--- config.mk ---
export PLATFORM = sky130hd
export DESIGN_NAME = affine_mac_flat
export DESIGN_NICKNAME = d
export VERILOG_FILES = /design/src/rtl/affine_pkg.sv /design/src/rtl/affine_mac_if.sv /design/src/rtl/affine_shift_mul.sv /design/src/rtl/affine_mac.sv /design/src/flat_wrapper.sv
export SDC_FILE = /design/constraint.sdc
export NUM_CORES = 1
export LEC_CHECK = 0
export CORE_ASPECT_RATIO = 1.1
export CORE_MARGIN = 5
export CORE_UTILIZATION = 45
export CTS_BUF_LIST = sky130_fd_sc_hd__clkbuf_8 sky130_fd_sc_hd__clkbuf_16
export CTS_CLUSTER_DIAMETER = 80
export DETAILED_ROUTE_END_ITERATION = 10
export SYNTH_ARGS = -nofsm -noshare
export SYNTH_HDL_FRONTEND = slang
export SYNTH_HIERARCHICAL = 1
export SYNTH_SLANG_ARGS = --single-unit
export TNS_END_PERCENT = 1
--- constraint.sdc ---
create_clock -name clk_i -period 5.44 [get_ports clk_i]
set_input_delay 0.816 -clock clk_i [delete_from_list [all_inputs] [get_ports clk_i]]
set_output_delay 0.816 -clock clk_i [all_outputs]
set_load 0.05 [all_outputs]
--- src/rtl/affine_pkg.sv ---
// Shared constants and types for the affine MAC execution unit.
// sat_n is only referenced when AFFINE_SAT_EN is defined.
package affine;

  localparam int unsigned N = 16;

  typedef enum logic [1:0] {
    ADD  = 2'd0,
    MUL  = 2'd1,
    MAC  = 2'd2,
    BFLY = 2'd3
  } op_t;

  typedef enum logic [1:0] {
    IDLE  = 2'd0,
    MULT  = 2'd1,
    FINAL = 2'd2
  } mac_state_t;

  // Clamp a sign-extended 2N+1 bit value into the signed N-bit range.
  function automatic logic signed [N-1:0] sat_n(input logic signed [2*N:0] x);
    logic signed [2*N:0] hi;
    logic signed [2*N:0] lo;
    hi = {{(N+2){1'b0}}, {(N-1){1'b1}}};
    lo = {{(N+2){1'b1}}, {(N-1){1'b0}}};
    if (x > hi)      sat_n = hi[N-1:0];
    else if (x < lo) sat_n = lo[N-1:0];
    else             sat_n = x[N-1:0];
  endfunction

endpackage

--- src/rtl/affine_mac_if.sv ---
// Register-file side bundle of the affine MAC: read operands in, write-back out.
// master = register file / requester, slave = affine_mac.
interface affine_mac_if import affine::*; ();

  logic                start_i;
  op_t                 op_i;
  logic [1:0]          dest_i;
  logic signed [N-1:0] rs_data_i;
  logic signed [N-1:0] rd_data_i;
  logic signed [N-1:0] acc1_i;
  logic signed [N-1:0] acc2_i;

  logic                busy_o;
  logic                done_o;
  logic                wr_en_o;
  logic                wdual_o;
  logic [1:0]          wd_addr_o;
  logic signed [N-1:0] wd_data_o;
  logic signed [N-1:0] acc2_o;

  modport master (
    output start_i, op_i, dest_i, rs_data_i, rd_data_i, acc1_i, acc2_i,
    input  busy_o, done_o, wr_en_o, wdual_o, wd_addr_o, wd_data_o, acc2_o
  );

  modport slave (
    input  start_i, op_i, dest_i, rs_data_i, rd_data_i, acc1_i, acc2_i,
    output busy_o, done_o, wr_en_o, wdual_o, wd_addr_o, wd_data_o, acc2_o
  );

endinterface

--- src/rtl/affine_shift_mul.sv ---
// Radix-2 shift-add magnitude multiplier, one partial product per cycle.
// done_o is high during the cycle whose clock edge adds the last partial product.
module affine_shift_mul import affine::*; (
  input  logic                clk_i,
  input  logic                rst_ni,
  input  logic                start_i,
  input  logic signed [N-1:0] a_i,
  input  logic signed [N-1:0] b_i,
  output logic                done_o,
  output logic                neg_o,
  output logic [2*N-1:0]      prod_o
);

  localparam int unsigned CNT_W = $clog2(N);

  logic [N-1:0]     mag_a_q;
  logic [N-1:0]     mag_b_q;
  logic [CNT_W-1:0] cnt_q;
  logic             run_q;
  logic             neg_q;
  logic [2*N-1:0]   prod_q;
  logic [2*N-1:0]   addend;

  // The most negative input maps to 2**(N-1), which still fits unsigned N bits.
  function automatic logic [N-1:0] mag(input logic signed [N-1:0] v);
    return v[N-1] ? (~v + 1'b1) : v;
  endfunction

  assign addend = {{N{1'b0}}, mag_a_q} << cnt_q;
  assign done_o = run_q && (cnt_q == CNT_W'(N-1));
  assign neg_o  = neg_q;
  assign prod_o = prod_q;

  always_ff @(posedge clk_i or negedge rst_ni) begin
    if (!rst_ni) begin
      mag_a_q <= '0;
      mag_b_q <= '0;
      cnt_q   <= '0;
      run_q   <= 1'b0;
      neg_q   <= 1'b0;
      prod_q  <= '0;
    end else if (start_i) begin
      mag_a_q <= mag(a_i);
      mag_b_q <= mag(b_i);
      neg_q   <= a_i[N-1] ^ b_i[N-1];
      prod_q  <= '0;
      cnt_q   <= '0;
      run_q   <= 1'b1;
    end else if (run_q) begin
      if (mag_b_q[cnt_q]) prod_q <= prod_q + addend;
      if (done_o) run_q <= 1'b0;
      else        cnt_q <= cnt_q + 1'b1;
    end
  end

endmodule

--- src/rtl/affine_mac.sv ---
// Iterative fixed-point MAC unit feeding the 4-entry register file write-back.
// Define AFFINE_SAT_EN for saturating reductions; default build wraps.
//
// state | meaning
// IDLE  | waiting for start_i (ignored while busy)
// MULT  | shift-add multiplier stepping, one bit per cycle
// FINAL | result formed from latched operands, registered on exit edge
module affine_mac import affine::*; #(
  parameter int unsigned FRAC = 8
) (
  input  logic         clk_i,
  input  logic         rst_ni,
  affine_mac_if.slave  bus
);

  mac_state_t          state_q, state_d;

  op_t                 op_q;
  logic [1:0]          dest_q;
  logic signed [N-1:0] a_q, b_q, acc1_q, acc2_in_q;

  logic                busy_q, done_q, wr_en_q, wdual_q;
  logic [1:0]          wd_addr_q;
  logic signed [N-1:0] wd_data_q, acc2_q;

  logic                accept, mul_start, mul_done, mul_neg, fin;
  logic [2*N-1:0]      mul_mag;

  logic signed [2*N-1:0] prod_s, prod_sh;
  logic signed [N-1:0]   p_n, res_wd, res_a2;
  logic signed [N:0]     sum_ab, sum_acc1, dif_acc2;
  logic                  res_dual;

  function automatic logic signed [N-1:0] reduce_n(input logic signed [2*N:0] x);
`ifdef AFFINE_SAT_EN
    return sat_n(x);
`else
    return x[N-1:0];
`endif
  endfunction

  assign accept = bus.start_i && !busy_q;

  affine_shift_mul u_mul (
    .clk_i   (clk_i),
    .rst_ni  (rst_ni),
    .start_i (mul_start),
    .a_i     (bus.rs_data_i),
    .b_i     (bus.rd_data_i),
    .done_o  (mul_done),
    .neg_o   (mul_neg),
    .prod_o  (mul_mag)
  );

  always_ff @(posedge clk_i or negedge rst_ni) begin
    if (!rst_ni) state_q <= IDLE;
    else         state_q <= state_d;
  end

  always_comb begin
    state_d = state_q;
    case (state_q)
      IDLE:    if (accept) state_d = (bus.op_i == ADD) ? FINAL : MULT;
      MULT:    if (mul_done) state_d = FINAL;
      FINAL:   state_d = IDLE;
      default: state_d = IDLE;
    endcase
  end

  always_comb begin
    mul_start = 1'b0;
    fin       = 1'b0;
    case (state_q)
      IDLE:    mul_start = accept && (bus.op_i != ADD);
      FINAL:   fin = 1'b1;
      default: ;
    endcase
  end

  // Sign is applied only here; the multiplier works purely on magnitudes.
  always_comb begin
    prod_s   = mul_neg ? -$signed(mul_mag) : $signed(mul_mag);
    prod_sh  = prod_s >>> FRAC;
    p_n      = reduce_n({prod_sh[2*N-1], prod_sh});
    sum_ab   = {a_q[N-1], a_q} + {b_q[N-1], b_q};
    sum_acc1 = {acc1_q[N-1], acc1_q} + {p_n[N-1], p_n};
    dif_acc2 = {acc2_in_q[N-1], acc2_in_q} - {p_n[N-1], p_n};
    res_dual = (op_q == BFLY);
    res_a2   = reduce_n({{N{dif_acc2[N]}}, dif_acc2});
    case (op_q)
      ADD:     res_wd = reduce_n({{N{sum_ab[N]}}, sum_ab});
      MUL:     res_wd = p_n;
      default: res_wd = reduce_n({{N{sum_acc1[N]}}, sum_acc1});
    endcase
  end

  always_ff @(posedge clk_i or negedge rst_ni) begin
    if (!rst_ni) begin
      op_q      <= ADD;
      dest_q    <= '0;
      a_q       <= '0;
      b_q       <= '0;
      acc1_q    <= '0;
      acc2_in_q <= '0;
      busy_q    <= 1'b0;
      done_q    <= 1'b0;
      wr_en_q   <= 1'b0;
      wdual_q   <= 1'b0;
      wd_addr_q <= '0;
      wd_data_q <= '0;
      acc2_q    <= '0;
    end else begin
      done_q  <= fin;
      wr_en_q <= fin && (res_dual || (dest_q != 2'd0));
      // busy covers the done cycle so a start there is ignored.
      if (accept)      busy_q <= 1'b1;
      else if (done_q) busy_q <= 1'b0;
      if (accept) begin
        op_q      <= bus.op_i;
        dest_q    <= bus.dest_i;
        a_q       <= bus.rs_data_i;
        b_q       <= bus.rd_data_i;
        acc1_q    <= bus.acc1_i;
        acc2_in_q <= bus.acc2_i;
      end
      if (fin) begin
        wd_data_q <= res_wd;
        wd_addr_q <= dest_q;
        wdual_q   <= res_dual;
        if (res_dual) acc2_q <= res_a2;
      end
    end
  end

  assign bus.busy_o    = busy_q;
  assign bus.done_o    = done_q;
  assign bus.wr_en_o   = wr_en_q;
  assign bus.wdual_o   = wdual_q;
  assign bus.wd_addr_o = wd_addr_q;
  assign bus.wd_data_o = wd_data_q;
  assign bus.acc2_o    = acc2_q;

endmodule

--- src/flat_wrapper.sv ---
// flat-port wrapper written by rule: the top's interface ports become plain ports
module affine_mac_flat import affine::*;
#(
  parameter int unsigned FRAC = 8
)
  (clk_i, rst_ni, bus_start_i, bus_op_i, bus_dest_i, bus_rs_data_i, bus_rd_data_i, bus_acc1_i, bus_acc2_i, bus_busy_o, bus_done_o, bus_wr_en_o, bus_wdual_o, bus_wd_addr_o, bus_wd_data_o, bus_acc2_o);
  affine_mac_if bus_i ();
  input  logic clk_i;
  input  logic rst_ni;
  input wire logic [$bits(bus_i.start_i)-1:0] bus_start_i;
  input wire logic [$bits(bus_i.op_i)-1:0] bus_op_i;
  input wire logic [$bits(bus_i.dest_i)-1:0] bus_dest_i;
  input wire logic [$bits(bus_i.rs_data_i)-1:0] bus_rs_data_i;
  input wire logic [$bits(bus_i.rd_data_i)-1:0] bus_rd_data_i;
  input wire logic [$bits(bus_i.acc1_i)-1:0] bus_acc1_i;
  input wire logic [$bits(bus_i.acc2_i)-1:0] bus_acc2_i;
  output wire logic [$bits(bus_i.busy_o)-1:0] bus_busy_o;
  output wire logic [$bits(bus_i.done_o)-1:0] bus_done_o;
  output wire logic [$bits(bus_i.wr_en_o)-1:0] bus_wr_en_o;
  output wire logic [$bits(bus_i.wdual_o)-1:0] bus_wdual_o;
  output wire logic [$bits(bus_i.wd_addr_o)-1:0] bus_wd_addr_o;
  output wire logic [$bits(bus_i.wd_data_o)-1:0] bus_wd_data_o;
  output wire logic [$bits(bus_i.acc2_o)-1:0] bus_acc2_o;
  assign bus_i.start_i = bus_start_i;
  assign bus_i.op_i = bus_op_i;
  assign bus_i.dest_i = bus_dest_i;
  assign bus_i.rs_data_i = bus_rs_data_i;
  assign bus_i.rd_data_i = bus_rd_data_i;
  assign bus_i.acc1_i = bus_acc1_i;
  assign bus_i.acc2_i = bus_acc2_i;
  assign bus_busy_o = bus_i.busy_o;
  assign bus_done_o = bus_i.done_o;
  assign bus_wr_en_o = bus_i.wr_en_o;
  assign bus_wdual_o = bus_i.wdual_o;
  assign bus_wd_addr_o = bus_i.wd_addr_o;
  assign bus_wd_data_o = bus_i.wd_data_o;
  assign bus_acc2_o = bus_i.acc2_o;
  affine_mac #(.FRAC(FRAC)) u_core (.clk_i(clk_i), .rst_ni(rst_ni), .bus(bus_i));
endmodule
# Word level (Yosys, flattened, before mapping)
# Index checks and enable logic that the tools add are counted.
# W data, S select, Z words.
[classes]
addsub = 8
order_cmp = 1
eq_ne = 8
shifts = 1
muxes = 23
n_bitwise = 3
reduce_logical = 18
[ops]
columns = ["cell", "count"]
rows = [
  ["$mux W32", 3],
  ["$add A16 B1 Y16 const B", 2],
  ["$add A16 B16 Y16", 2],
  ["$add A32 B32 Y32", 1],
  ["$mux W16", 2],
  ["$not A16 Y16", 2],
  ["$pmux W16 S2", 1],
  ["$shl A16 B4 Y32", 1],
  ["$mux W24", 1],
  ["$neg A24 Y24", 1],
  ["$sub A16 B16 Y16", 1],
  ["$mux W4", 3],
  ["$reduce_bool A2 Y1", 5],
  ["$mux W1", 8],
  ["$reduce_and A2 Y1", 4],
  ["$logic_not A2 Y1", 3],
  ["$mux W2", 3],
  ["$ne A2 B1 Y1 const B", 3],
  ["$lt A4 B5 Y1 const B", 1],
  ["$add A4 B1 Y4 const B", 1],
  ["$bmux W1 S4", 1],
  ["$eq A2 B1 Y1 const B", 2],
  ["$eq A2 B2 Y1 const B", 2],
  ["$eq A4 B4 Y1 const B", 1],
  ["5 further kinds", 8],
]
[totals]
reg_bits = 178
in_bits = 71
out_inout_bits = 38
elab_cells = 82

# Logic depth before layout (Yosys ltp)
[depth]
word_depth = 6
depth_mapped = 17
ltp_nobuf = 15

# Modules after synthesis
# The synthesis kept the hierarchy.
[modules_own_cells]
columns = ["module", "instances", "cells_per_inst", "area_each_um2", "seq_area_each_um2"]
rows = [
  ["affine_mac", 1, 801, 6749.0, 2702.6],
  ["affine_shift_mul", 1, 747, 6095.8, 1751.7],
]

# Least setup slack after synthesis
# Ideal clock, no wire load.
[synth_timing]
path_type = "reg2reg"
start = "reg u_core.u_mul.cnt_q[1]"
end = "reg u_core.u_mul.prod_q[31] (netlist: u_core/u_mul/prod_o[31])"
setup_time_ns = 0.125
t_arrival_ns = 3.579
t_required_ns = 5.315
path_slack_ns = 1.736
stages_incl_launch_ff = 18
n_path_buf = 4
period_less_slack_ns = 3.704
path_cell_list = "dfrtp_1 buf_2 buf_2 clkbuf_1 mux4_2 nand2_1 o21ai_0 nor2_1 a21oi_1 ha_1 clkbuf_1 nand2_1 o21ai_0 a221oi_1 o211a_1 a21bo_2 a311oi_1 mux2_2"
[synth_between]
elab_chain_len = 5
word_cells_on_any_way = 9
classes_between = "1 x add/sub; 1 x shift; 5 x mux; 2 x reduce/logical"
[synth_rtl]
columns = ["item", "line_no", "text"]
rows = [
  ["from (decl)", "affine_shift_mul.sv:18", "logic [CNT_W-1:0] cnt_q;"],
  ["from (signal assigned)", "affine_shift_mul.sv:52", "else cnt_q <= cnt_q + 1'b1;"],
  ["$shl A16 B4 Y32", "affine_shift_mul.sv:29", "assign addend = {{N{1'b0}}, mag_a_q} << cnt_q;"],
  ["$add A32 B32 Y32", "affine_shift_mul.sv:50", "if (mag_b_q[cnt_q]) prod_q <= prod_q + addend;"],
  ["$mux W32", "affine_shift_mul.sv:50", ""],
  ["$mux W32", "affine_shift_mul.sv:49", "end else if (run_q) begin"],
  ["$mux W32", "affine_shift_mul.sv:42", "end else if (start_i) begin"],
  ["to (signal assigned)", "affine_shift_mul.sv:50", ""],
  ["to (decl)", "affine_shift_mul.sv:21", "logic [2*N-1:0] prod_q;"],
]
# Parallel ways exist; a longest one is shown, timed or not. The select of a mux whose other input is x is not followed.
# A chain may end at the register's enable or synchronous reset.

# Worst setup path after layout
[layout_timing]
start = "reg u_core.u_mul.prod_q[6] (netlist: u_core/u_mul/prod_o[6])"
end = "reg u_core.wd_data_q[14] (netlist: u_core/bus.wd_data_o[14])"
[layout_between]
elab_chain_len = 4
[layout_rtl]
columns = ["item", "line_no", "text"]
rows = [
  ["$neg A24 Y24 *", "affine_mac.sv:82", "prod_s = mul_neg ? -$signed(mul_mag) : $signed(mul_mag);"],
  ["$mux W24 *", "affine_mac.sv:82", ""],
  ["$add A16 B16 Y16", "affine_mac.sv:86", "sum_acc1 = {acc1_q[N-1], acc1_q} + {p_n[N-1], p_n};"],
  ["$pmux W16 S2 *", "affine_mac.sv:90", "case (op_q)"],
  ["to (signal assigned)", "affine_mac.sv:127", "wd_data_q <= res_wd;"],
  ["to (decl)", "affine_mac.sv:24", "logic signed [N-1:0] wd_data_q, acc2_q;"],
]
# Every way passes the cells marked *; elsewhere a longest branch is shown, timed or not.

==> metrics.txt <==
final number of hold-violating endpoints 0; number of max-cap violations 0; drt total wl 33400 µm; ANT cells 0; number of buffers inserted for hold repair after clock tree synthesis 0; floorplan die area 29900 µm²; maximum clock frequency about 0.22 GHz; layout cells sized above 1 6.56%; quantity of I/O buffers inserted on ports 108; Worst Hold Path EP u_core/bus.busy_o$_DFFE_PN0P_; total global-route track usage 22.5%; Clock Pin Slew Worst Setup and Hold Paths 0.07 ns; # fillers 2536; clock tree from TritonCTS built; destination of the worst register-to-register timing path u_core/bus.wd_data_o[14]$_DFFE_PN0P_; final weighted congestion in routability-driven placement 0.875; number of design rule violations left after detail routing 0; count of cells along the worst register-to-register path 13; HPWL Detailed 24700 µm; total setup buffers inserted after CTS 0; DRC marker count from the first detailed-route iteration 714; number of global-route vias before repair 10051; number of antenna violations at the first check in global routing 0; outcome complete, no violations; Resize count post-CTS 0; Hold Path Class flip-flop to flip-flop; residual antenna-violating net count after detailed routing 0; data required time of the critical path around 5.8 ns; wire length of the first global-routing pass 53900 µm; setup repair after global routing missed its margin no; internal reg-to-reg setup slack roughly 0.97 ns; net total in the final layout 1645; Post-Route Setup TNS 0 ns; post-synthesis instance area 11900 µm²; number of clock sinks seen by CTS 170; min cycle time layout 4.47 ns; transition time at the pin with the least slew margin around 1.1 ns; pin count of the biggest net entering global routing ~100; final cell area excluding filler cells 13900 µm²; count of endpoints failing setup in the final report 0; Startpoint Class flip-flop; number of nets in the synthesized netlist about 1600; starting density of the core 45.6%; part of the cycle the worst path needs 82.2%; minimum setup slack after placement 1.05 ns; mean routed wirelength per cell 17.9 µm; count of H-tree levels built during CTS 4; Die Width 165 µm; critical path capture point type flip-flop; y dimension of the die between 150 and 200 µm; fin worst setup slack 0.970 ns; vias per std cell 5.56; arrival time of data at the critical path endpoint about 4.8 ns; max-slew violations 0; clk root buf clkbuf_16; clock skew 0.0173 ns; Inserted Clock Buffers 17; first-pass iteration count of the detailed router 5; kind of critical path flip-flop to flip-flop; Vias 10347; IO Count 109; mean post-synth cell area 8.33 µm²; area grow syn2layout 16.4%; GR Overflow Total 0; Skew-Pair Late Insertion Delay 0.44 ns; core region area around 26000 µm²; Rel. slew slack approximately a quarter; Ys Warns 6; cell count after synthesis 1431; worst-case clock buffer depth 2; Cell Rows 62; Worst R2R Start u_core/u_mul/prod_o[6]$_DFFE_PN0P_; top fanout value on the critical path 5; Hold Crit Start u_core/bus.done_o$_DFF_PN0_; Hold Path Cell Cnt 1; instance area after placement 13300 µm²
==> cell usage in the layout, fill, tap and decap left out, types with 6 or more instances in the layout <==
cell	n
a211oi_1	17
a21o_1	27
a21oi_1	114
a31oi_1	11
and3_1	17
buf_4	17
clkbuf_16	17
clkdlybuf4s50_1	107
clkinv_8	6
dfrtp_1	170
ha_1	75
inv_1	46
mux2_2	13
mux2i_1	25
mux4_2	9
nand2_1	305
nand2b_1	10
nand3_1	27
nand4_1	6
nor2_1	109
nor2b_1	11
nor3_1	27
nor3b_1	6
o211ai_1	13
o21a_1	14
o21ai_0	81
o21bai_1	7
o31ai_1	24
or2_2	7
or3_1	9
or4_1	9
xnor2_1	33
xor2_1	54
==> worst max-delay path by stage <==
stage,startpoint,slack (ns),endpoint,depth (start not counted)
4_1_cts,u_core/u_mul/prod_o[6]$_DFFE_PN0P_,1.02,u_core/bus.wd_data_o[15]$_DFFE_PN0P_,13
3_5_place_dp,u_core/u_mul/prod_o[6]$_DFFE_PN0P_,1.05,u_core/bus.wd_data_o[15]$_DFFE_PN0P_,13
5_1_grt,u_core/u_mul/prod_o[6]$_DFFE_PN0P_,0.69,u_core/bus.wd_data_o[14]$_DFFE_PN0P_,13
3_3_place_gp,u_core/u_mul/prod_o[6]$_DFFE_PN0P_,1.13,u_core/bus.wd_data_o[15]$_DFFE_PN0P_,13
2_1_floorplan,u_core/u_mul/cnt_q[1]$_DFFE_PN0P_,1.91,u_core/u_mul/prod_o[18]$_DFFE_PN0P_,17
6_report,u_core/u_mul/prod_o[6]$_DFFE_PN0P_,0.97,u_core/bus.wd_data_o[14]$_DFFE_PN0P_,13
==> registers in the layout, indices dropped and copies added (netlist names), 2 cells and up <==
signal                count
u_core/u_mul/mag_b_q     16
u_core/acc2_in_q         16
u_core/a_q               16
u_core/dest_q             2
u_core/u_mul/prod_o      24
u_core/acc1_q            16
u_core/bus.wd_addr_o      2
u_core/bus.acc2_o        16
u_core/b_q               16
u_core/bus.wd_data_o     16
u_core/u_mul/mag_a_q     16
u_core/u_mul/cnt_q        4
u_core/op_q               2
u_core/state_q            2
==> critical path, cell delays in order, from the launching register on <==
cell and delay (ns):
dfrtp_1 0.40, nor4_1 0.64, nand2_1 0.26, o31ai_1 0.29, xor2_1 0.59, inv_1 0.10
ha_1 0.34, nand2b_1 0.13, a21oi_1 0.13, o41ai_1 0.62, o211ai_1 0.24, a41oi_1 0.30
mux2i_1 0.21, nand3_1 0.09
==> layer usage <==
layer	GRT usage, %	wire length, µm
met2	35.2	15300
met4	7.92	937
met5	0	0
met3	2.53	1460
met1	32.3	15600
==> metrics by stage <==
stage | hold WS (ns) | instances | utilization (%)
3_3_place_gp | 0.446 | 1828 | 50.7
4_1_cts | 0.477 | 1860 | 53.1
3_5_place_dp | 0.462 | 1828 | 50.7
6_report | 0.470 | 1860 | 53.1
2_1_floorplan | 0.448 | 1431 | -
5_1_grt | 0.492 | 1860 | 53.1
==> final cells by class <==
| cell class | instances | area (µm²) | share of cell area [%] |
|---|---|---|---|
| Sequential cell | 170 | 4250 | 30.7 |
| Clock buffer | 17 | 425 | 3.07 |
| Inverter | 48 | 180 | 1.30 |
| Timing Repair Buffer | 125 | 1210 | 8.72 |
| Clock inverter | 15 | 193 | 1.39 |
| Multi-Input combinational cell | 1133 | 7170 | 51.7 |
| Tap cell | 352 | 440 | 3.17 |
Power is left out: the tool's default activity adds up to more than one toggle a clock period on the data nets, which glitch-free logic cannot reach.
==> variant: new RTL, config.mk and constraints unchanged <==
Add a define of `AFFINE_SAT_EN`.
--- a/src/rtl/affine_mac.sv
+++ b/src/rtl/affine_mac.sv
@@ -7,2 +7,4 @@
 // FINAL | result formed from latched operands, registered on exit edge
+`define AFFINE_SAT_EN
+
 module affine_mac import affine::*; #(
Function: changed (a bounded check fails within 4 cycles, from zero or initial values and one cycle with rst_ni low).
==> variant against the unedited design <==
Non-clock buffer count rose by 17; sequential share of layout area decreased by 1.9 points; sequential cell count increased by 8; final area up 12%; global-route usage up 1.6 points; largest cell class unchanged; first-iteration DRC count rose by 31%; area after synthesis rose by 13%; wire length up 21%; critical path depth up 3; worst setup slack got worse by 0.74 ns.
Power is left out: the tool's default activity adds up to more than one toggle a clock period on the data nets, which glitch-free logic cannot reach.
==> variant: results (changes against the unedited design) <==
metric	value	unit	change
hold_violations	0		unchanged
dp_hpwl	30800	um	+25%
clk_pin_slew	0.08	ns	
period_minus_slack	5.21	ns	+0.737 ns
synth_common_cells	nand2_1 (316), dfrtp_1 (178), nor2_1 (148), a21oi_1 (123), o21ai_0 (85)		
grt_max_degree	81		-21%
drive_gt1_share	6.84	%	+0.27 points
place_ws	0.172	ns	-0.877 ns
nets	1885		+15%
synth-async-reset-ratio	100	%	
grt_antenna_before_repair	0		unchanged
antenna_cells	0		unchanged
cts_buffers	17		unchanged
r2r_start	u_core/u_mul/prod_o[7]$_DFFE_PN0P_		
worst_setup_path_start_kind	register		
ys_seq_area_share	33.1	%	
htree_levels	4		unchanged
wl_per_cell	19.1	um	+6.5%
whs	0.372	ns	-0.0985 ns
r2r_setup_slack	0.23	ns	-0.74 ns
gp_congestion	0.962		+10%
cts_root_buffer	clkbuf_16		
track_usage	24.1	%	+1.6 points
grt_pass1_wl	64500	um	+20%
crit_fanout	17		+12
io_buffers	108		unchanged
min-delay-path-class	input pin to asynchronous set/reset pin		
grt_pass1_vias	11900		+18%
timing.rr.end	u_core/bus.acc2_o[9]$_DFFE_PN0P_		
firstDrtPassIters	5		unchanged
arrival	5.53	ns	+0.75 ns
worstMarginPinSlew	1.11	ns	-0.0172 ns
final_cells	2115		+14%
synth.distinct_cells	83		
ys.flop_type	dfrtp_1		
synth.area.top_cells	dfrtp_1 (33%), nand2_1 (8.8%), ha_1 (7.6%)		
avgViaCountPerCell	5.83		+4.7%
syn_nets	1810		+14%
finClkSkew	0.0134	ns	-0.00394 ns
clk_latency	0.44	ns	about the same
yosys_warnings	6		unchanged
cts_buffer_depth	2		unchanged
status	completed		
synth.avg_cell_area	8.15	um^2	-2.2%
reg2regPathDepth	16		+3
largest_reg_flops	32		+33%
worst_setup_path_end_kind	register		
drtIter0Drc	935		+31%
## variant: cells by family (layout without fill, tap and decap cells)
logic type / after synthesis / count (layout) / share of synthesized area, %
and+or+nand+nor: 670 / 670 / 22.6
AOI/OAI and AO/OA: 450 / 450 / 22.0
DFF: 178 / 178 / 33.1
buffers and inverters: 135 / 223 / 4.10
xor gates and xnor gates: 89 / 89 / 5.79
adders and majority gates: 86 / 86 / 8.21
muxes: 45 / 45 / 4.29
## variant: layer usage
metal	share of wire, %	up-vias	GRT usage [%]	routed length [um]
met5	0	-	0	0
met4	3.2	0	8.22	1290
met3	4.6	50	3.56	1870
met2	47	328	40.4	19100
met1	45	5895	32.1	18200
li1	-	6047	-	-
## variant: cell type report
class                      instances  area, um^2
fill                            2889       14100
tap                              374         468
clock buffer                      18         439
clock inverter                    14         125
inverter                          49         184
timing repair buffer             142        1340
sequential                       178        4450
multi-input combinational       1340        8500
## variant: worst max-delay path: stages, from the launching register on
cell and delay (ns):
dfrtp_1 0.40, or4_1 0.58, or3_1 0.50, or3_1 0.46, o41ai_2 0.29, xor2_1 0.13, o21ai_0 0.29, inv_1 0.09
ha_1 0.22, or3_1 0.39, or3_1 0.37, o211a_1 0.24, o2111ai_1 0.29, a31o_4 0.32, a21oi_1 0.09, buf_4 0.19
o31ai_1 0.24
## variant: per-stage QoR
step                area [um^2]  TNS, ns  util [%]
global placement          14900        0      50.5
global route              15500   -0.151      52.5
finish                    15500        0      52.5
floorplan                 13500        0         -
detailed placement        14900        0      50.5
CTS                       15500        0      52.4
## variant: repair_timing
item / CTS / global route
endpoints found under the setup margin: 0 / 18
buffers inserted: 0 / 0
endpoints found under the hold margin: 0 / 0
gates resized for setup: 0 / 5
